**config.mk**
```make
export PLATFORM = sky130hd
export DESIGN_NAME = weight_sram_fetcher_flat
export DESIGN_NICKNAME = d
export VERILOG_FILES = /design/src/rtl/weight_sram_fetcher_pkg.sv /design/src/rtl/weight_sram_fetcher_if.sv /design/src/rtl/weight_sram_fetcher_fifo.sv /design/src/rtl/weight_sram_fetcher.sv /design/src/flat_wrapper.sv
export SDC_FILE = /design/constraint.sdc
export NUM_CORES = 1
export LEC_CHECK = 0
export ABC_AREA = 1
export ABC_CLOCK_PERIOD_IN_PS = 3600
export BUFFER_PORTS_ARGS = -buffer_cell sky130_fd_sc_hd__buf_2
export CAP_MARGIN = 10
export CORE_UTILIZATION = 51
export CTS_CLUSTER_SIZE = 20
export DETAILED_ROUTE_END_ITERATION = 10
export GPL_TIMING_DRIVEN = 1
export PLACE_DENSITY = 0.78
export SYNTH_ARGS = -nofsm -noshare
export SYNTH_HDL_FRONTEND = slang
export SYNTH_HIERARCHICAL = 1
export SYNTH_SLANG_ARGS = --single-unit
```
**constraint.sdc**
```tcl
create_clock -name clk -period 3.6 [get_ports clk]
set_input_delay 0.72 -clock clk [delete_from_list [all_inputs] [get_ports clk]]
set_output_delay 0.72 -clock clk [all_outputs]
set_load 0.005 [all_outputs]
```
**src/rtl/weight_sram_fetcher_pkg.sv**
```systemverilog
// Shared types and sizes for the EPU weight-store fetcher.
// The range check and the bus padding both rely on these sizes.
package weight_fetch_pkg;
  localparam int WEIGHT_MEM_WORDS = 32768;
  localparam int WEIGHT_ADDR_W    = 17;
  localparam int WEIGHT_DATA_W    = 18;
  localparam int WEIGHT_BUS_W     = 32;

  typedef enum logic [2:0] {
    IDLE  = 3'd0,
    READ  = 3'd1,
    DRAIN = 3'd2,
    WRITE = 3'd3,
    DONE  = 3'd4
  } fetch_state_e;
endpackage

```
**src/rtl/weight_sram_fetcher_if.sv**
```systemverilog
// Command, write-data, read-return and SRAM pins of the weight fetcher.
// master = fetcher side, slave = sequencer/DMA plus SRAM side.
interface weight_sram_fetcher_if #(
  parameter int ADDR_W = 17
);
  import weight_fetch_pkg::*;

  logic                     cmd_valid;
  logic                     cmd_ready;
  logic                     cmd_write;
  logic [ADDR_W-1:0]        cmd_addr;
  logic [ADDR_W-1:0]        cmd_len;
  logic [WEIGHT_DATA_W-1:0] wr_data;
  logic                     wr_valid;
  logic                     wr_ready;
  logic [WEIGHT_BUS_W-1:0]  rd_data;
  logic                     rd_valid;
  logic                     rd_ready;
  logic                     done;
  logic                     err;
  logic                     mem_cs;
  logic                     mem_oe;
  logic                     mem_W_req;
  logic [WEIGHT_BUS_W-1:0]  mem_addr;
  logic [WEIGHT_BUS_W-1:0]  mem_W_data;
  logic [WEIGHT_BUS_W-1:0]  mem_R_data;

  modport master (
    input  cmd_valid, cmd_write, cmd_addr, cmd_len, wr_data, wr_valid, rd_ready, mem_R_data,
    output cmd_ready, wr_ready, rd_data, rd_valid, done, err,
           mem_cs, mem_oe, mem_W_req, mem_addr, mem_W_data
  );

  modport slave (
    output cmd_valid, cmd_write, cmd_addr, cmd_len, wr_data, wr_valid, rd_ready, mem_R_data,
    input  cmd_ready, wr_ready, rd_data, rd_valid, done, err,
           mem_cs, mem_oe, mem_W_req, mem_addr, mem_W_data
  );
endinterface

```
**src/rtl/weight_sram_fetcher_fifo.sv**
```systemverilog
// Small read-return FIFO; a push into a full FIFO is accepted only when
// the head is popped in the same cycle.
module weight_fetch_fifo #(
  parameter  int DEPTH = 2,
  parameter  int WIDTH = 32,
  localparam int CNT_W = $clog2(DEPTH + 1),
  localparam int PTR_W = (DEPTH > 1) ? $clog2(DEPTH) : 1
) (
  input  logic             clk,
  input  logic             rst,
  input  logic             push_i,
  input  logic [WIDTH-1:0] push_data_i,
  input  logic             pop_i,
  output logic [WIDTH-1:0] head_o,
  output logic             empty_o,
  output logic [CNT_W-1:0] count_o
);
  logic [WIDTH-1:0] mem_q [DEPTH];
  logic [PTR_W-1:0] wptr_q, wptr_d, rptr_q, rptr_d;
  logic [CNT_W-1:0] count_q, count_d;
  logic             push_ok, pop_ok;

  function automatic logic [PTR_W-1:0] ptr_inc(input logic [PTR_W-1:0] p);
    return (p == PTR_W'(DEPTH - 1)) ? '0 : p + PTR_W'(1);
  endfunction

  always_comb begin
    pop_ok  = pop_i && (count_q != '0);
    push_ok = push_i && ((count_q != CNT_W'(DEPTH)) || pop_ok);
    wptr_d  = push_ok ? ptr_inc(wptr_q) : wptr_q;
    rptr_d  = pop_ok ? ptr_inc(rptr_q) : rptr_q;
    count_d = count_q;
    if (push_ok && !pop_ok)      count_d = count_q + CNT_W'(1);
    else if (!push_ok && pop_ok) count_d = count_q - CNT_W'(1);
  end

  always_ff @(posedge clk or posedge rst) begin
    if (rst) begin
      wptr_q  <= '0;
      rptr_q  <= '0;
      count_q <= '0;
      for (int i = 0; i < DEPTH; i++) mem_q[i] <= '0;
    end else begin
      wptr_q  <= wptr_d;
      rptr_q  <= rptr_d;
      count_q <= count_d;
      if (push_ok) mem_q[wptr_q] <= push_data_i;
    end
  end

  assign head_o  = mem_q[rptr_q];
  assign empty_o = (count_q == '0);
  assign count_o = count_q;
endmodule

```
**src/rtl/weight_sram_fetcher.sv**
```systemverilog
// Initiator for the 2-bank weight SRAM: block reads into a valid/ready
// stream (hiding the 1-cycle read latency) and block writes from a stream.
module weight_sram_fetcher
  import weight_fetch_pkg::*;
#(
  parameter int MEM_WORDS  = WEIGHT_MEM_WORDS,
  parameter int ADDR_W     = WEIGHT_ADDR_W,
  parameter int FIFO_DEPTH = 2
) (
  input logic                   clk,
  input logic                   rst,
  weight_sram_fetcher_if.master bus
);
  localparam int                CNT_W   = $clog2(FIFO_DEPTH + 1);
  localparam logic [CNT_W:0]    DEPTH_C = (CNT_W + 1)'(FIFO_DEPTH);
  localparam logic [ADDR_W:0]   MEM_END = (ADDR_W + 1)'(MEM_WORDS);

  fetch_state_e      state_q, state_d;
  logic [ADDR_W-1:0] cur_q, cur_d;
  logic [ADDR_W-1:0] len_q, len_d;
  logic [ADDR_W-1:0] issued_q, issued_d;
  logic [ADDR_W-1:0] last_addr_q, last_addr_d;
  logic              inflight_q, inflight_d;
  logic              err_q, err_d;

  logic              accept, range_bad, issue, wr_hs, pop, credit_ok;
  logic              last_issue, last_write, drained;
  logic [ADDR_W:0]   end_addr;
  logic [ADDR_W-1:0] issued_inc;
  logic [CNT_W-1:0]  fifo_count;
  logic [CNT_W:0]    occupancy;
  logic              fifo_empty;
  logic [31:0]       fifo_head;

  weight_fetch_fifo #(
    .DEPTH (FIFO_DEPTH),
    .WIDTH (32)
  ) u_fifo (
    .clk         (clk),
    .rst         (rst),
    .push_i      (inflight_q),
    .push_data_i (bus.mem_R_data),
    .pop_i       (pop),
    .head_o      (fifo_head),
    .empty_o     (fifo_empty),
    .count_o     (fifo_count)
  );

  assign end_addr   = {1'b0, bus.cmd_addr} + {1'b0, bus.cmd_len};
  assign range_bad  = end_addr > MEM_END;
  assign accept     = (state_q == IDLE) && bus.cmd_valid;
  assign pop        = !fifo_empty && bus.rd_ready;
  assign issued_inc = issued_q + ADDR_W'(1);

  // Credit: a new issue lands in the FIFO two edges later, so count what
  // the FIFO will hold after this cycle's push/pop and keep one slot free.
  assign occupancy  = {1'b0, fifo_count} + {{CNT_W{1'b0}}, inflight_q} - {{CNT_W{1'b0}}, pop};
  assign credit_ok  = occupancy < DEPTH_C;

  assign issue      = (state_q == READ) && (issued_q < len_q) && credit_ok;
  assign last_issue = issue && (issued_inc == len_q);
  assign wr_hs      = (state_q == WRITE) && bus.wr_valid;
  assign last_write = wr_hs && (issued_inc == len_q);
  // Leave DRAIN as the final word is taken, so done follows it directly.
  assign drained    = !inflight_q && (fifo_empty || ((fifo_count == CNT_W'(1)) && pop));

  always_ff @(posedge clk or posedge rst) begin
    if (rst) state_q <= IDLE;
    else     state_q <= state_d;
  end

  always_comb begin
    state_d = state_q;
    unique case (state_q)
      IDLE:    if (accept && !range_bad)
                 state_d = (bus.cmd_len == '0) ? DONE : (bus.cmd_write ? WRITE : READ);
      READ:    if (last_issue) state_d = DRAIN;
      DRAIN:   if (drained) state_d = DONE;
      WRITE:   if (last_write) state_d = DONE;
      DONE:    state_d = IDLE;
      default: state_d = IDLE;
    endcase
  end

  always_comb begin
    bus.cmd_ready  = (state_q == IDLE);
    bus.wr_ready   = (state_q == WRITE);
    bus.done       = (state_q == DONE);
    bus.err        = err_q;
    bus.rd_valid   = !fifo_empty;
    bus.rd_data    = fifo_head;
    bus.mem_cs     = 1'b0;
    bus.mem_oe     = 1'b0;
    bus.mem_W_req  = 1'b1;
    bus.mem_addr   = '0;
    bus.mem_W_data = '0;
    unique case (state_q)
      READ, DRAIN: begin
        // OE stays up so the bank selected by the held address drives R_data.
        bus.mem_oe   = 1'b1;
        bus.mem_addr = 32'(last_addr_q);
        if (issue) begin
          bus.mem_cs   = 1'b1;
          bus.mem_addr = 32'(cur_q);
        end
      end
      WRITE: begin
        if (wr_hs) begin
          bus.mem_cs     = 1'b1;
          bus.mem_W_req  = 1'b0;
          bus.mem_addr   = 32'(cur_q);
          bus.mem_W_data = 32'(bus.wr_data);
        end
      end
      default: ;
    endcase
  end

  always_comb begin
    cur_d       = cur_q;
    len_d       = len_q;
    issued_d    = issued_q;
    last_addr_d = last_addr_q;
    inflight_d  = issue;
    err_d       = accept && range_bad;
    if (accept && !range_bad) begin
      cur_d       = bus.cmd_addr;
      len_d       = bus.cmd_len;
      issued_d    = '0;
      last_addr_d = bus.cmd_addr;
    end else if (issue || wr_hs) begin
      cur_d       = cur_q + ADDR_W'(1);
      issued_d    = issued_inc;
      last_addr_d = cur_q;
    end
  end

  always_ff @(posedge clk or posedge rst) begin
    if (rst) begin
      cur_q       <= '0;
      len_q       <= '0;
      issued_q    <= '0;
      last_addr_q <= '0;
      inflight_q  <= 1'b0;
      err_q       <= 1'b0;
    end else begin
      cur_q       <= cur_d;
      len_q       <= len_d;
      issued_q    <= issued_d;
      last_addr_q <= last_addr_d;
      inflight_q  <= inflight_d;
      err_q       <= err_d;
    end
  end
endmodule

```
**src/flat_wrapper.sv**
```systemverilog
// flat-port wrapper written by rule: the top's interface ports become plain ports
module weight_sram_fetcher_flat import weight_fetch_pkg::*;
#(
  parameter int MEM_WORDS  = WEIGHT_MEM_WORDS,
  parameter int ADDR_W     = WEIGHT_ADDR_W,
  parameter int FIFO_DEPTH = 2
)
  (clk, rst, bus_cmd_valid, bus_cmd_write, bus_cmd_addr, bus_cmd_len, bus_wr_data, bus_wr_valid, bus_rd_ready, bus_mem_R_data, bus_cmd_ready, bus_wr_ready, bus_rd_data, bus_rd_valid, bus_done, bus_err, bus_mem_cs, bus_mem_oe, bus_mem_W_req, bus_mem_addr, bus_mem_W_data);
  weight_sram_fetcher_if #(.ADDR_W(ADDR_W)) bus_i ();
  input logic clk;
  input logic rst;
  input wire logic [$bits(bus_i.cmd_valid)-1:0] bus_cmd_valid;
  input wire logic [$bits(bus_i.cmd_write)-1:0] bus_cmd_write;
  input wire logic [$bits(bus_i.cmd_addr)-1:0] bus_cmd_addr;
  input wire logic [$bits(bus_i.cmd_len)-1:0] bus_cmd_len;
  input wire logic [$bits(bus_i.wr_data)-1:0] bus_wr_data;
  input wire logic [$bits(bus_i.wr_valid)-1:0] bus_wr_valid;
  input wire logic [$bits(bus_i.rd_ready)-1:0] bus_rd_ready;
  input wire logic [$bits(bus_i.mem_R_data)-1:0] bus_mem_R_data;
  output wire logic [$bits(bus_i.cmd_ready)-1:0] bus_cmd_ready;
  output wire logic [$bits(bus_i.wr_ready)-1:0] bus_wr_ready;
  output wire logic [$bits(bus_i.rd_data)-1:0] bus_rd_data;
  output wire logic [$bits(bus_i.rd_valid)-1:0] bus_rd_valid;
  output wire logic [$bits(bus_i.done)-1:0] bus_done;
  output wire logic [$bits(bus_i.err)-1:0] bus_err;
  output wire logic [$bits(bus_i.mem_cs)-1:0] bus_mem_cs;
  output wire logic [$bits(bus_i.mem_oe)-1:0] bus_mem_oe;
  output wire logic [$bits(bus_i.mem_W_req)-1:0] bus_mem_W_req;
  output wire logic [$bits(bus_i.mem_addr)-1:0] bus_mem_addr;
  output wire logic [$bits(bus_i.mem_W_data)-1:0] bus_mem_W_data;
  assign bus_i.cmd_valid = bus_cmd_valid;
  assign bus_i.cmd_write = bus_cmd_write;
  assign bus_i.cmd_addr = bus_cmd_addr;
  assign bus_i.cmd_len = bus_cmd_len;
  assign bus_i.wr_data = bus_wr_data;
  assign bus_i.wr_valid = bus_wr_valid;
  assign bus_i.rd_ready = bus_rd_ready;
  assign bus_i.mem_R_data = bus_mem_R_data;
  assign bus_cmd_ready = bus_i.cmd_ready;
  assign bus_wr_ready = bus_i.wr_ready;
  assign bus_rd_data = bus_i.rd_data;
  assign bus_rd_valid = bus_i.rd_valid;
  assign bus_done = bus_i.done;
  assign bus_err = bus_i.err;
  assign bus_mem_cs = bus_i.mem_cs;
  assign bus_mem_oe = bus_i.mem_oe;
  assign bus_mem_W_req = bus_i.mem_W_req;
  assign bus_mem_addr = bus_i.mem_addr;
  assign bus_mem_W_data = bus_i.mem_W_data;
  weight_sram_fetcher #(.MEM_WORDS(MEM_WORDS), .ADDR_W(ADDR_W), .FIFO_DEPTH(FIFO_DEPTH)) u_core (.clk(clk), .rst(rst), .bus(bus_i));
endmodule
```
==> Word level (Yosys, flattened, before mapping) <==
Cells that the tools add are included.
Widths: inputs -> output; s select.
{ "op_classes": {"bitwise_logic": 2, "muxes": 34, "reduce_logical": 32, "addsub": 9, "order_cmp": 6, "n_eq_ne": 11} }
{ "ops": {"columns": ["operator", "count"], "rows": [
  ["$mux 32", 5],
  ["$mux 17", 8],
  ["$bwmux 64", 1],
  ["$pmux 32 s2", 1],
  ["$add 17x1->17 const B", 2],
  ["$demux 32 s1", 1],
  ["$add 17x17->18", 1],
  ["$gt 18x16->1 const B", 1],
  ["$mux 18", 1],
  ["$eq 17x17->1", 1],
  ["$logic_not 17->1", 1],
  ["$lt 17x17->1", 1],
  ["$logic_and 1x1->1", 16],
  ["$mux 3", 5],
  ["$pmux 3 s4", 1],
  ["$ne 2x1->1 const B", 4],
  ["$mux 1", 7],
  ["$eq 3x2->1 const B", 2],
  ["$mux 2", 3],
  ["$reduce_bool 2->1", 3],
  ["$logic_not 1->1", 5],
  ["$ge 2x2->1 const B", 2],
  ["$not 1->2", 2],
  ["$reduce_and 4->1", 1],
  ["other kinds (16)", 19]
]} }
{ "totals": {"word_cells": 106, "input_bits": 90, "regBits": 141, "out_inout_bits": 104} }

==> Longest topological paths before layout <==
Gate-level depths: netlist of the first run.
{ "depth": {"ltp_word": 10, "mapped_depth": 22, "ltp_nobuf": 21} }

==> Cells and area by module <==
The synthesis of the first run kept the hierarchy.
{ "modules_own_cells": {"columns": ["mod", "seq_area_each_um2", "instances", "area_each_um2", "cells_each"], "rows": [
  ["weight_sram_fetcher", 1826.8, 1, 6934.2, 1111],
  ["weight_fetch_fifo", 1701.6, 1, 3289.4, 416]
]} }

==> Worst setup path before layout of the first run <==
No wires, ideal clock.
{ "synth_timing": {"path_type": "in2out", "startpoint": "input bus_rd_ready", "endpoint": "output bus_mem_addr[0]", "arrival_ns": 2.888, "required_ns": 2.880, "n_path_buf": 1, "slack_ns": -0.008, "stages": 12, "cell_sequence": "inv_1 nor2_1 ha_1 or2_2 fa_1 or2_2 nand3_1 nor2_4 inv_2 clkbuf_1 nand2_1 a21oi_1"} }
{ "synth_between": {"elab_chain_cells": 6} }
{ "synth_rtl": {"columns": ["element", "line", "rtl"], "rows": [
  ["start: declaration", "flat_wrapper.sv:18", "input wire logic [$bits(bus_i.rd_ready)-1:0] bus_rd_ready;"],
  ["$logic_and 1x1->1", "weight_sram_fetcher.sv:52", "assign pop = !fifo_empty && bus.rd_ready;"],
  ["named net u_core.pop", "weight_sram_fetcher.sv:26", "logic accept, range_bad, issue, wr_hs, pop, credit_ok;"],
  ["$sub 3x1->3", "weight_sram_fetcher.sv:57", "assign occupancy = {1'b0, fifo_count} + {{CNT_W{1'b0}}, inflight_q} - {{CNT_W{1'b0}}, pop};"],
  ["$lt 3x2->1", "weight_sram_fetcher.sv:58", "assign credit_ok = occupancy < DEPTH_C;"],
  ["$logic_and 1x1->1", "weight_sram_fetcher.sv:60", "assign issue = (state_q == READ) && (issued_q < len_q) && credit_ok;"],
  ["$mux 17", "weight_sram_fetcher.sv:102", "if (issue) begin"],
  ["$pmux 32 s2", "weight_sram_fetcher.sv:97", "unique case (state_q)"],
  ["end: declaration", "flat_wrapper.sv:29", "output wire logic [$bits(bus_i.mem_addr)-1:0] bus_mem_addr;"]
]} }
The timed path passes the listed nets, and every way through them passes these cells.

==> Worst setup path after layout of the first run <==
{ "layout_timing": {"startpoint": "register u_core.u_fifo.count_q[0], in the netlist u_core/u_fifo/count_o[0]", "endpoint": "output bus_mem_addr[7]"} }
{ "layout_between": {"elab_chain_cells": 8, "word_cells_on_any_way": 9, "classes_between": "2 x add/sub; 1 x order compare; 2 x mux; 4 x reduce/logical"} }
{ "layout_rtl": {"columns": ["element", "line", "rtl"], "rows": [
  ["start: declaration", "weight_sram_fetcher_fifo.sv:20", "logic [CNT_W-1:0] count_q, count_d;"],
  ["start signal: assignment", "weight_sram_fetcher_fifo.sv:46", "count_q <= count_d;"],
  ["$logic_not 2->1", "weight_sram_fetcher_fifo.sv:52", "assign empty_o = (count_q == '0);"],
  ["named net u_core.fifo_empty", "weight_sram_fetcher.sv:32", "logic fifo_empty;"],
  ["$logic_not 1->1", "weight_sram_fetcher.sv:52", null],
  ["$logic_and 1x1->1", "weight_sram_fetcher.sv:52", null],
  ["named net u_core.pop", "weight_sram_fetcher.sv:26", null],
  ["$sub 3x1->3", "weight_sram_fetcher.sv:57", null],
  ["$lt 3x2->1", "weight_sram_fetcher.sv:58", null],
  ["$logic_and 1x1->1", "weight_sram_fetcher.sv:60", null],
  ["$mux 17", "weight_sram_fetcher.sv:102", null],
  ["$pmux 32 s2", "weight_sram_fetcher.sv:97", null]
]} }
The timed path passes the listed nets, and every way through them passes these cells.

==> results of run 1 <==
-- routing by layer --
layer	wire length [microns]	track usage (%)	vias up
met5	12	0	-
met4	848	13.4	2
met3	2070	3.97	57
met2	13200	44.7	406
met1	12300	37.9	4778
li1	-	-	5153
-- per-stage QoR --
stage / setup TNS [ns] / area [sq um] / power [mW] / hold WS, ns / instances
6_report: -1.12 / 12100 / 9.52 / 0.403 / 1971
4_1_cts: -0.670 / 12000 / 9.35 / 0.413 / 1966
2_1_floorplan: 0 / 10300 / 5.95 / 0.442 / 1555
3_5_place_dp: -1.65 / 11200 / 7.26 / 0.458 / 1921
5_1_grt: -2.85 / 12100 / 10.3 / 0.446 / 1970
3_3_place_gp: -0.397 / 11200 / 7.12 / 0.453 / 1921
-- report_power, final --
part / switching, mW / internal [mW] / leakage, nW
Sequential: 0.615 / 2.25 / 1.81
Clock: 0.833 / 0.945 / 0.297
Combinational: 3.02 / 1.86 / 4.86
Total: 4.46 / 5.06 / 6.98
-- logic make-up after synthesis --
family                   after synthesis  synth area share (%)
AO/OA/AOI/OAI                        114                  6.61
XOR/XNOR                              19                  1.63
adder cells (fa/ha/maj)               40                  5.04
buffers and inverters                271                  12.4
flip-flops                           141                  34.5
other                                  1                0.0367
AND/OR/NAND/NOR                      941                  39.8
-- worst max-delay path, stage by stage (launching register included) --
cell                      delay [ns]
sky130_fd_sc_hd__dfrtp_1        0.39
sky130_fd_sc_hd__nor2_2         0.15
sky130_fd_sc_hd__nor2_2         0.06
sky130_fd_sc_hd__ha_1           0.27
sky130_fd_sc_hd__or2_4          0.23
sky130_fd_sc_hd__fa_2           0.34
sky130_fd_sc_hd__or2_4          0.25
sky130_fd_sc_hd__nand3_4        0.09
sky130_fd_sc_hd__nor2_4         0.06
sky130_fd_sc_hd__buf_6          0.13
sky130_fd_sc_hd__inv_8          0.08
sky130_fd_sc_hd__buf_12         0.16
sky130_fd_sc_hd__nor2_2         0.04
sky130_fd_sc_hd__o21ai_1        0.15
sky130_fd_sc_hd__buf_2          0.14
-- worst paths after layout --
path | startpoint | to | slack [ns]
worst max-delay path | u_core/u_fifo/count_o[0] | bus_mem_addr[7] | -0.09
worst min-delay path | rst | u_core/issued_q[15] | 0.40
worst max register to register | u_core/u_fifo/count_o[0] | u_core/last_addr_q[0] | 0.52
worst min register to register | u_core/u_fifo/mem_q[31] | u_core/u_fifo/mem_q[31] | 0.47
max in group asynchronous | rst | u_core/cur_q[16] | 2.37
min in group clk | u_core/u_fifo/mem_q[31] | u_core/u_fifo/mem_q[31] | 0.47
-- layout make-up --
cell class                 instances  share of cell area, %
inverter                         178                   5.59
sequential                       141                   29.2
multi-input combinational       1143                   46.7
clock inverter                    15                   1.54
tap                              265                   2.74
timing repair buffer             211                   10.7
antenna                            1                 0.0207
clock buffer                      17                   3.52
-- cells in the final DEF (no fill, tap or decap), types with 16 or more instances in the layout --
master and count:
sky130_fd_sc_hd__clkbuf_16 17, sky130_fd_sc_hd__o21ai_1 32, sky130_fd_sc_hd__o21ai_0 29, sky130_fd_sc_hd__a21oi_1 16
sky130_fd_sc_hd__dfrtp_1 140, sky130_fd_sc_hd__ha_1 38, sky130_fd_sc_hd__nor2_1 84, sky130_fd_sc_hd__nand3_1 83
sky130_fd_sc_hd__xor2_1 17, sky130_fd_sc_hd__conb_1 29, sky130_fd_sc_hd__inv_1 159, sky130_fd_sc_hd__nand2_1 619
sky130_fd_sc_hd__inv_2 16, sky130_fd_sc_hd__buf_2 163, sky130_fd_sc_hd__buf_4 36, sky130_fd_sc_hd__nand4_1 96
-- sequential cells by signal (all words and copies together) (netlist names) --
register and count:
u_core/u_fifo/rptr_q 1, u_core/cur_q 17, u_core/state_q 3, u_core/u_fifo/mem_q 64
u_core/bus.err 1, u_core/inflight_q 1, u_core/u_fifo/count_o 2, u_core/len_q 17
u_core/last_addr_q 17, u_core/u_fifo/wptr_q 1, u_core/issued_q 17
-- what timing repair did --
item                                    in CTS  in global routing
buffers inserted                            11                  3
hold endpoints to repair                     0                  0
endpoints found under the setup margin      18                 18
cloned                                       2                  0
pin swaps                                   19                  5
gates resized for setup                     44                 17
==> impl_metrics.prom, run 1 <==
# TYPE chip_impl_metric gauge
chip_impl_metric{name="relSlewSlack",unit="%"} 46.3
chip_impl_metric{name="die-height",unit="microns"} 144
chip_impl_metric{name="clkTransAtPathRegs",unit="ns"} 0.07
chip_impl_metric{name="route.vias.total",unit=""} 10400
chip_impl_info{name="hp-class",value="in -> async"} 1
chip_impl_metric{name="detail_route.wl_per_cell",unit="microns"} 14.4
chip_impl_metric{name="sequential_area_share_after_synthesis",unit="%"} 34.5
chip_impl_metric{name="overflow",unit=""} 0
chip_impl_metric{name="drt_iter0_drc",unit=""} 836
chip_impl_metric{name="worst_r2r_path_depth",unit=""} 18
chip_impl_metric{name="hold_violations",unit=""} 0
chip_impl_info{name="post-synth-top-area-cell",value="sky130_fd_sc_hd__dfrtp_1"} 1
chip_impl_metric{name="worstPathMaxFanout",unit=""} 8
chip_impl_metric{name="synth.top_cell.area_share",unit="%"} 34.5
chip_impl_metric{name="globalRouteTotalUtil",unit="%"} 28.2
chip_impl_info{name="cp-start-kind",value="flip-flop"} 1
chip_impl_info{name="timing.critical_path.to_type",value="output port"} 1
chip_impl_metric{name="worst_voltage_drop_across_the_vdd_grid",unit="mV"} 0.415
chip_impl_info{name="ys_top_cells_by_count",value="sky130_fd_sc_hd__nand2_1 (621), sky130_fd_sc_hd__inv_1 (161), sky130_fd_sc_hd__dfrtp_1 (141), sky130_fd_sc_hd__nor2_1 (98), sky130_fd_sc_hd__nand4_1 (96)"} 1
chip_impl_info{name="root_buffer",value="sky130_fd_sc_hd__clkbuf_16"} 1
chip_impl_metric{name="remaining_design_rule_violation_count",unit=""} 0
chip_impl_metric{name="total_wirelength_of_the_detailed_routed_design",unit="mm"} 28.5
chip_impl_metric{name="max_freq",unit="GHz"} 0.271
chip_impl_metric{name="grt_pass1_vias",unit=""} 9287
chip_impl_info{name="post_synth_main_area_contributors",value="sky130_fd_sc_hd__dfrtp_1 (35%), sky130_fd_sc_hd__nand2_1 (23%), sky130_fd_sc_hd__inv_1 (5.9%)"} 1
chip_impl_metric{name="worstPathArrival",unit="ns"} 2.97
chip_impl_metric{name="worst_slack",unit="ns"} -0.0902
chip_impl_metric{name="async_flop_share",unit="%"} 100
chip_impl_metric{name="final_core_util",unit="%"} 61.9
chip_impl_info{name="cts_tree",value="yes"} 1
chip_impl_info{name="status",value="finished, violations left"} 1
chip_impl_info{name="setup.worst_path.class",value="reg -> out"} 1
chip_impl_metric{name="report.final.setup_viol",unit=""} 17
chip_impl_metric{name="num_io_pins",unit=""} 194
chip_impl_metric{name="grt_start_max_net_pins",unit=""} 68
chip_impl_info{name="grt_setup_unrepaired",value="yes"} 1
chip_impl_metric{name="die-area",unit="sq um"} 20600
chip_impl_metric{name="required",unit="ns"} 2.88
chip_impl_metric{name="floorplan.initialDensity",unit="%"} 52.4
chip_impl_metric{name="ant_nets",unit=""} 0
chip_impl_metric{name="synth.avg_cell_area",unit="sq um"} 6.70
chip_impl_metric{name="synth_enable_flop_cells",unit=""} 0
chip_impl_info{name="violations_in_the_final_reports",value="setup timing"} 1
chip_impl_metric{name="area_growth",unit="%"} 18.3
chip_impl_metric{name="power_leakage",unit="nW"} 6.98
chip_impl_metric{name="period_needed",unit="ns"} 3.69
chip_impl_metric{name="final_layout_size_suffix_gt1_share",unit="%"} 18.7
chip_impl_metric{name="power_density",unit="nW/um^2"} 788
chip_impl_metric{name="cts_sinks",unit=""} 141
chip_impl_metric{name="placement_rows",unit=""} 51
chip_impl_metric{name="fill_cells",unit=""} 1813
chip_impl_metric{name="nets",unit=""} 1822
chip_impl_metric{name="netlist-cell-type-count",unit=""} 45
chip_impl_metric{name="core",unit="sq um"} 19500
chip_impl_metric{name="dieWidth",unit="microns"} 144
chip_impl_metric{name="slew_violations",unit=""} 0
chip_impl_metric{name="seqCellArea",unit="sq um"} 3530
chip_impl_metric{name="tightestPinTransition",unit="ns"} 0.804
chip_impl_metric{name="dpl.hpwl",unit="mm"} 19.7
chip_impl_metric{name="final.setup_skew",unit="ns"} 0.00893
chip_impl_metric{name="initial_antenna_violation_count",unit=""} 1
chip_impl_metric{name="dp_slack",unit="ns"} -0.147
chip_impl_metric{name="firstDrtPassIters",unit=""} 6
chip_impl_metric{name="synth-warning-count",unit=""} 6
chip_impl_metric{name="maxCapViolCount",unit=""} 0
chip_impl_metric{name="ys_seq_elements",unit=""} 141
chip_impl_metric{name="route.detailed.vias_per_inst",unit=""} 5.27
chip_impl_metric{name="grt_first_pass_wirelength",unit="mm"} 45.5
chip_impl_metric{name="max_root_sink_buffers",unit=""} 2
chip_impl_info{name="count_leader_synth",value="sky130_fd_sc_hd__nand2_1"} 1
chip_impl_metric{name="cts_hold_fix_bufs",unit=""} 0
chip_impl_metric{name="placement.io_buffers",unit=""} 164
chip_impl_metric{name="synthesis.instances",unit=""} 1527
chip_impl_info{name="synth_top_flop_cell",value="sky130_fd_sc_hd__dfrtp_1"} 1
chip_impl_metric{name="finalWeightedCongestion",unit=""} 0.931
chip_impl_metric{name="cts_htree_levels",unit=""} 4
chip_impl_metric{name="min_period_over_period",unit="%"} 103
chip_impl_metric{name="total_area_of_multi_input_combinational_cells",unit="sq um"} 5650
chip_impl_metric{name="clk_latency",unit="ns"} 0.43
chip_impl_metric{name="syn_area",unit="sq um"} 10200
chip_impl_metric{name="num_cts_buffers",unit=""} 17
Note: power is estimated with default switching activity, not from simulation.
==> inputs of run 2 (changes only) <==
Settings changed: MAX_ROUTING_LAYER set to met4.
==> run 2 against run 1 <==
Compared with the run above: the run still ends with setup timing left; cell count fell by 0.51%; global-route usage grew 0.28 points; design area shrank 1.6%; die area unchanged; largest cell class unchanged; highest routed layer is now met4.
==> impl_metrics.prom, run 2 (same netlist as run 1, synthesis figures left out) <==
# TYPE chip_impl_metric gauge
chip_impl_metric{name="swShare",unit="%"} 46.9
chip_impl_metric{name="initial_antenna_violation_count",unit=""} 1
chip_impl_metric{name="globalRouteTotalUtil",unit="%"} 28.5
chip_impl_metric{name="overflow",unit=""} 0
chip_impl_metric{name="max_freq",unit="GHz"} 0.266
chip_impl_metric{name="tightestPinTransition",unit="ns"} 1.36
chip_impl_info{name="violations_in_the_final_reports",value="setup timing"} 1
chip_impl_info{name="most-common-layout-cells",value="sky130_fd_sc_hd__nand2_1 (619), sky130_fd_sc_hd__buf_2 (164), sky130_fd_sc_hd__inv_1 (159)"} 1
chip_impl_metric{name="maxCapViolCount",unit=""} 0
chip_impl_metric{name="max_root_sink_buffers",unit=""} 2
chip_impl_metric{name="grtUsageMet3",unit="%"} 3.77
chip_impl_metric{name="die-area",unit="sq um"} 20600
chip_impl_metric{name="final_layout_size_suffix_gt1_share",unit="%"} 17.4
chip_impl_info{name="grt_setup_unrepaired",value="yes"} 1
chip_impl_metric{name="largest_register_ff_count",unit=""} 64
chip_impl_metric{name="die-height",unit="microns"} 144
chip_impl_metric{name="final.setup_skew",unit="ns"} 0.0111
chip_impl_metric{name="nets",unit=""} 1811
chip_impl_metric{name="worst_voltage_drop_across_the_vdd_grid",unit="mV"} 0.429
chip_impl_metric{name="seqCellArea",unit="sq um"} 3530
chip_impl_metric{name="dieWidth",unit="microns"} 144
chip_impl_metric{name="grt_first_pass_wirelength",unit="mm"} 44.6
chip_impl_metric{name="placement.io_buffers",unit=""} 164
chip_impl_metric{name="worst_slack",unit="ns"} -0.161
chip_impl_metric{name="cts_sinks",unit=""} 141
chip_impl_metric{name="worstPathArrival",unit="ns"} 3.04
chip_impl_metric{name="required",unit="ns"} 2.88
chip_impl_metric{name="ant_nets",unit=""} 0
chip_impl_metric{name="period_needed",unit="ns"} 3.76
chip_impl_info{name="cts_tree",value="yes"} 1
chip_impl_info{name="root_buffer",value="sky130_fd_sc_hd__clkbuf_16"} 1
chip_impl_info{name="timing.critical_path.to_type",value="output port"} 1
chip_impl_metric{name="power.sequential.fraction",unit="%"} 30.7
chip_impl_info{name="hp-class",value="in -> async"} 1
chip_impl_info{name="setup.worst_path.class",value="reg -> out"} 1
chip_impl_metric{name="post-layout-total-power",unit="mW"} 9.26
chip_impl_metric{name="dpl.hpwl",unit="mm"} 19.8
chip_impl_info{name="status",value="finished, violations left"} 1
chip_impl_metric{name="drt_iter0_drc",unit=""} 827
chip_impl_metric{name="floorplan.initialDensity",unit="%"} 52.4
chip_impl_metric{name="power_switching",unit="mW"} 4.34
chip_impl_info{name="busiest_metal_layer_after_global_routing",value="met2"} 1
chip_impl_metric{name="finalWeightedCongestion",unit=""} 0.972
chip_impl_metric{name="cts_htree_levels",unit=""} 4
chip_impl_metric{name="relSlewSlack",unit="%"} 8.73
chip_impl_info{name="cp-start-kind",value="flip-flop"} 1
chip_impl_metric{name="power.combinational.fraction",unit="%"} 50.1
chip_impl_metric{name="firstDrtPassIters",unit=""} 5
chip_impl_metric{name="min_period_over_period",unit="%"} 104
chip_impl_metric{name="gr-usage-met2",unit="%"} 44.0
chip_impl_metric{name="fin_cells",unit=""} 1961
chip_impl_metric{name="placement_rows",unit=""} 51
chip_impl_metric{name="num_cts_buffers",unit=""} 17
chip_impl_metric{name="grt_pass1_vias",unit=""} 9198
chip_impl_metric{name="clk_latency",unit="ns"} 0.43
chip_impl_metric{name="report.final.setup_viol",unit=""} 18
chip_impl_metric{name="worstPathMaxFanout",unit=""} 8
chip_impl_metric{name="total_area_of_multi_input_combinational_cells",unit="sq um"} 5560
chip_impl_metric{name="route.vias.total",unit=""} 10300
chip_impl_metric{name="clock_power_share",unit="%"} 19.2
chip_impl_info{name="layout.cells.most_common",value="sky130_fd_sc_hd__nand2_1"} 1
chip_impl_metric{name="grt_start_max_net_pins",unit=""} 68
chip_impl_metric{name="fill_cells",unit=""} 1823
chip_impl_metric{name="power_density",unit="nW/um^2"} 778
chip_impl_metric{name="detail_route.wl_per_cell",unit="microns"} 14.3
chip_impl_metric{name="route.detailed.vias_per_inst",unit=""} 5.26
chip_impl_metric{name="met1_usage",unit="%"} 37.4
chip_impl_metric{name="power_leakage",unit="nW"} 6.90
chip_impl_metric{name="cell_count_after_placement",unit=""} 1919
chip_impl_metric{name="slew_violations",unit=""} 0
chip_impl_metric{name="core",unit="sq um"} 19500
chip_impl_metric{name="hold_violations",unit=""} 0
chip_impl_metric{name="remaining_design_rule_violation_count",unit=""} 0
chip_impl_metric{name="clkTransAtPathRegs",unit="ns"} 0.07
chip_impl_metric{name="num_io_pins",unit=""} 194
chip_impl_metric{name="internal_power",unit="mW"} 4.92
chip_impl_info{name="registers.top_by_ff_count",value="u_core/u_fifo/mem_q"} 1
chip_impl_metric{name="total_wirelength_of_the_detailed_routed_design",unit="mm"} 28.1
chip_impl_metric{name="area_growth",unit="%"} 16.4
[run 2: metal layers]
metal,up-vias,share of wire [%],wire length (microns)
li1,5135,-,-
met1,4729,43,12000
met2,384,47,13200
met3,58,7.1,2010
met4,0,3.0,835
met5,-,0,0
[run 2: power by group through the flow]
| stage | Clock [mW] | Sequential (mW) | Combinational (mW) |
|---|---|---|---|
| floorplan | 0 | 2.66 | 3.29 |
| global placement | 0 | 2.81 | 4.26 |
| detailed placement | 0 | 2.83 | 4.39 |
| CTS | 1.81 | 2.82 | 4.55 |
| global route | 1.86 | 2.92 | 5.24 |
| finish | 1.78 | 2.84 | 4.64 |
[run 2: per-stage QoR]
stage	TNS (ns)	utilization [%]	instance area [sq um]	setup slack, ns	hold WS, ns
finish	-2.14	61.0	11900	-0.161	0.436
floorplan	0	-	10300	0.0529	0.442
detailed placement	-1.16	57.1	11100	-0.156	0.458
CTS	-1.02	60.7	11900	-0.109	0.446
global route	-4.12	60.9	11900	-0.246	0.487
global placement	-0.297	57.1	11100	-0.0568	0.453
[run 2: repair_timing]
item	in CTS	in global routing
endpoints found under the setup margin	18	18
hold buffers	0	0
buffers inserted	5	1
pin swaps	3	19
gates cloned	1	1
resized for setup	16	14
hold endpoints to repair	0	0
[run 2: critical path, stage by stage (launching register included)]
cell and delay (ns):
sky130_fd_sc_hd__dfrtp_1 0.41, sky130_fd_sc_hd__nor2_2 0.15, sky130_fd_sc_hd__nor2_2 0.06, sky130_fd_sc_hd__ha_1 0.28, sky130_fd_sc_hd__or2_4 0.24, sky130_fd_sc_hd__fa_2 0.54
sky130_fd_sc_hd__nand3_2 0.08, sky130_fd_sc_hd__nor2_4 0.24, sky130_fd_sc_hd__clkbuf_16 0.21, sky130_fd_sc_hd__o21ai_0 0.08, sky130_fd_sc_hd__o22ai_1 0.19, sky130_fd_sc_hd__buf_2 0.14
[run 2: worst paths after layout]
| check | start | endpoint | slack, ns | cells past startpoint |
|---|---|---|---|---|
| max in group asynchronous | rst | u_core/inflight_q | 2.37 | 3 |
| min in group clk | u_core/u_fifo/mem_q[40] | u_core/u_fifo/mem_q[40] | 0.47 | 2 |
| hold reg to reg | u_core/u_fifo/mem_q[40] | u_core/u_fifo/mem_q[40] | 0.47 | 2 |
| setup / recovery | u_core/u_fifo/count_o[0] | bus_mem_addr[12] | -0.16 | 11 |
| setup reg to reg | u_core/u_fifo/count_o[0] | u_core/last_addr_q[1] | 0.51 | 17 |
| hold / removal | rst | u_core/u_fifo/mem_q[10] | 0.44 | 2 |
[run 2: area by class of cell]
cell class | count | share of cell area (%)
Antenna cell | 2 | 0.0421
Tap cell | 265 | 2.79
Inverter | 178 | 5.63
Clock inverter | 15 | 1.55
Timing Repair Buffer | 200 | 10.0
Clock buffer | 17 | 3.57
Sequential cell | 141 | 29.7
Multi-Input combinational cell | 1143 | 46.7
==> inputs of run 3 (changes only) <==
Settings changed: CELL_PAD_IN_SITES_DETAIL_PLACEMENT set to 2, CELL_PAD_IN_SITES_GLOBAL_PLACEMENT set to 2, CORE_UTILIZATION 51 to 28, PLACE_DENSITY 0.78 to 0.79, SKIP_LAST_GASP set to 1.
==> run 3 against run 2 <==
Compared with the run above: the run ends with DRC, setup timing left; wire length is 43% higher; global-route usage decreased by 6.0 points; register-to-register slack got worse by 0.06 ns; utilization is 26 points lower; power is 8.4% higher; sequential share of layout area decreased by 1.2 points; clock skew about the same; clock power shrank 2%; hold slack got worse by 0.12 ns; sequential power rose by 4%; design area up 4.4%; die area rose by 81%; largest power group unchanged.
==> impl_metrics.prom, run 3 (same netlist as run 1, synthesis figures left out) <==
# TYPE chip_impl_metric gauge
chip_impl_metric{name="hold_violations",unit=""} 0
chip_impl_metric{name="final.setup_skew",unit="ns"} 0.0107
chip_impl_info{name="violations_in_the_final_reports",value="DRC, setup timing"} 1
chip_impl_metric{name="num_cts_buffers",unit=""} 17
chip_impl_metric{name="placement_rows",unit=""} 69
chip_impl_info{name="cts_tree",value="yes"} 1
chip_impl_metric{name="die-area",unit="sq um"} 37300
chip_impl_metric{name="route.vias.total",unit=""} 10800
chip_impl_metric{name="worst_slack",unit="ns"} -0.186
chip_impl_metric{name="grt_first_pass_wirelength",unit="mm"} 62.9
chip_impl_info{name="cp-start-kind",value="flip-flop"} 1
chip_impl_info{name="registers.top_by_ff_count",value="u_core/u_fifo/mem_q"} 1
chip_impl_metric{name="tightestPinTransition",unit="ns"} 1.21
chip_impl_metric{name="required",unit="ns"} 2.88
chip_impl_info{name="setup.worst_path.class",value="reg -> out"} 1
chip_impl_metric{name="max_root_sink_buffers",unit=""} 2
chip_impl_metric{name="overflow",unit=""} 0
chip_impl_metric{name="post-layout-total-power",unit="mW"} 10.0
chip_impl_metric{name="dieWidth",unit="microns"} 193
chip_impl_metric{name="grt_start_max_net_pins",unit=""} 68
chip_impl_metric{name="largest_register_ff_count",unit=""} 64
chip_impl_metric{name="power_density",unit="nW/um^2"} 808
chip_impl_info{name="layout.cells.most_common",value="sky130_fd_sc_hd__nand2_1"} 1
chip_impl_metric{name="floorplan.initialDensity",unit="%"} 28.6
chip_impl_metric{name="cts_hold_fix_bufs",unit=""} 0
chip_impl_metric{name="remaining_design_rule_violation_count",unit=""} 10
chip_impl_info{name="hp-class",value="in -> async"} 1
chip_impl_metric{name="clk_latency",unit="ns"} 0.45
chip_impl_metric{name="worst_r2r_path_depth",unit=""} 18
chip_impl_metric{name="placement.io_buffers",unit=""} 164
chip_impl_metric{name="fin_hold_ws",unit="ns"} 0.320
chip_impl_metric{name="report.final.setup_viol",unit=""} 17
chip_impl_metric{name="initial_antenna_violation_count",unit=""} 2
chip_impl_info{name="root_buffer",value="sky130_fd_sc_hd__clkbuf_16"} 1
chip_impl_metric{name="detail_route.wl_per_cell",unit="microns"} 18.5
chip_impl_metric{name="power_leakage",unit="nW"} 6.98
chip_impl_metric{name="worst_voltage_drop_across_the_vdd_grid",unit="mV"} 0.373
chip_impl_info{name="timing.critical_path.to_type",value="output port"} 1
chip_impl_info{name="most-common-layout-cells",value="sky130_fd_sc_hd__nand2_1 (619), sky130_fd_sc_hd__buf_2 (163), sky130_fd_sc_hd__inv_1 (158)"} 1
chip_impl_metric{name="cts_sinks",unit=""} 141
chip_impl_metric{name="num_io_pins",unit=""} 194
chip_impl_metric{name="worstPathMaxFanout",unit=""} 5
chip_impl_info{name="reg2reg_from",value="u_core/u_fifo/count_o[0]"} 1
chip_impl_metric{name="ant_nets",unit=""} 0
chip_impl_metric{name="finalWeightedCongestion",unit=""} 0.821
chip_impl_info{name="status",value="finished, violations left"} 1
chip_impl_metric{name="globalRouteTotalUtil",unit="%"} 22.4
chip_impl_metric{name="relSlewSlack",unit="%"} 18.8
chip_impl_metric{name="period_needed",unit="ns"} 3.79
chip_impl_metric{name="dpl.hpwl",unit="mm"} 28.9
chip_impl_metric{name="min_period_over_period",unit="%"} 105
chip_impl_metric{name="fill_cells",unit=""} 4359
chip_impl_metric{name="slew_violations",unit=""} 0
chip_impl_metric{name="reg2reg_setup_slack",unit="ns"} 0.45
chip_impl_metric{name="final_layout_size_suffix_gt1_share",unit="%"} 19.8
chip_impl_metric{name="worstPathArrival",unit="ns"} 3.07
chip_impl_metric{name="route.detailed.vias_per_inst",unit=""} 4.99
chip_impl_metric{name="firstDrtPassIters",unit=""} 8
chip_impl_metric{name="grt_pass1_vias",unit=""} 11600
chip_impl_metric{name="cts_htree_levels",unit=""} 4
chip_impl_metric{name="drt_iter0_drc",unit=""} 419
chip_impl_metric{name="total_wirelength_of_the_detailed_routed_design",unit="mm"} 40.2
chip_impl_metric{name="core",unit="sq um"} 35700
chip_impl_metric{name="maxCapViolCount",unit=""} 0
chip_impl_metric{name="max_freq",unit="GHz"} 0.264
chip_impl_metric{name="die-height",unit="microns"} 193
chip_impl_metric{name="clkTransAtPathRegs",unit="ns"} 0.07
chip_impl_metric{name="nets",unit=""} 1824
chip_impl_metric{name="area_growth",unit="%"} 21.6
chip_impl_info{name="grt_setup_unrepaired",value="yes"} 1
chip_impl_info{name="timing.rr.end",value="u_core/cur_q[7]"} 1
==> run 3: cell types whose count changed in the layout (fill, tap and decap cells not counted), sizes merged <==
cell / change
clkinvlp: +2
buf: +14
clkinv: -3
==> run 3: layer usage <==
| metal | up-vias | GRT usage [%] | wire length, microns |
|---|---|---|---|
| met4 | 0 | 6.91 | 809 |
| met2 | 169 | 38.9 | 20500 |
| met3 | 41 | 2.43 | 1090 |
| met5 | - | - | 0 |
| met1 | 5471 | 27.1 | 17800 |
| li1 | 5142 | - | - |
==> run 3: where the power goes <==
group / leakage [nW] / switching, mW / internal, mW / total, mW
Combinational: 4.89 / 3.42 / 1.92 / 5.34
Sequential: 1.81 / 0.702 / 2.25 / 2.95
Clock: 0.269 / 0.834 / 0.910 / 1.74
Total: 6.98 / 4.96 / 5.08 / 10.0
==> run 3: timing repair <==
action                     in CTS  in global routing
setup endpoints to repair      18                 18
pin swaps                      23                 12
gates cloned                    3                  0
buffers inserted               11                  7
gates resized for setup        62                 32
==> run 3: final cells by class <==
type	instances	area, sq um	share of cell area [%]
multi-input combinational	1143	5770	46.4
sequential	141	3530	28.4
clock inverter	14	124	0.997
clock buffer	18	429	3.45
antenna	2	5.00	0.0403
timing repair buffer	213	1310	10.6
tap	461	577	4.64
inverter	178	682	5.49
==> run 3: per-stage QoR <==
| step | TNS, ns | cells | utilization (%) | cell area [sq um] | worst slack, ns |
|---|---|---|---|---|---|
| 2_1_floorplan | 0 | 1555 | - | 10300 | 0.0529 |
| 3_3_place_gp | -1.19 | 2119 | 32.0 | 11400 | -0.117 |
| 3_5_place_dp | -2.56 | 2119 | 32.0 | 11400 | -0.181 |
| 4_1_cts | -1.38 | 2164 | 34.4 | 12300 | -0.0945 |
| 5_1_grt | -4.09 | 2170 | 34.8 | 12400 | -0.273 |
| 6_report | -2.30 | 2170 | 34.8 | 12400 | -0.186 |
==> run 3: worst max path at each step <==
stage | from | to | slack, ns
5_1_grt | u_core/u_fifo/count_o[0] | bus_mem_addr[0] | -0.27
2_1_floorplan | bus_rd_ready | bus_mem_addr[0] | 0.05
6_report | u_core/u_fifo/count_o[0] | bus_mem_addr[10] | -0.19
3_5_place_dp | bus_rd_ready | bus_mem_addr[10] | -0.18
3_3_place_gp | bus_rd_ready | bus_mem_addr[0] | -0.12
4_1_cts | u_core/u_fifo/count_o[1] | bus_mem_addr[1] | -0.09
==> run 3: worst max-delay path: stages (launching register included) <==
cell,delay [ns]
sky130_fd_sc_hd__dfrtp_1,0.43
sky130_fd_sc_hd__nor2_4,0.13
sky130_fd_sc_hd__nor2_2,0.05
sky130_fd_sc_hd__ha_1,0.27
sky130_fd_sc_hd__or2_4,0.23
sky130_fd_sc_hd__fa_2,0.55
sky130_fd_sc_hd__nand3_4,0.08
sky130_fd_sc_hd__nor2_4,0.15
sky130_fd_sc_hd__buf_4,0.15
sky130_fd_sc_hd__buf_6,0.13
sky130_fd_sc_hd__o21ai_1,0.09
sky130_fd_sc_hd__o21ai_2,0.22
sky130_fd_sc_hd__buf_2,0.14
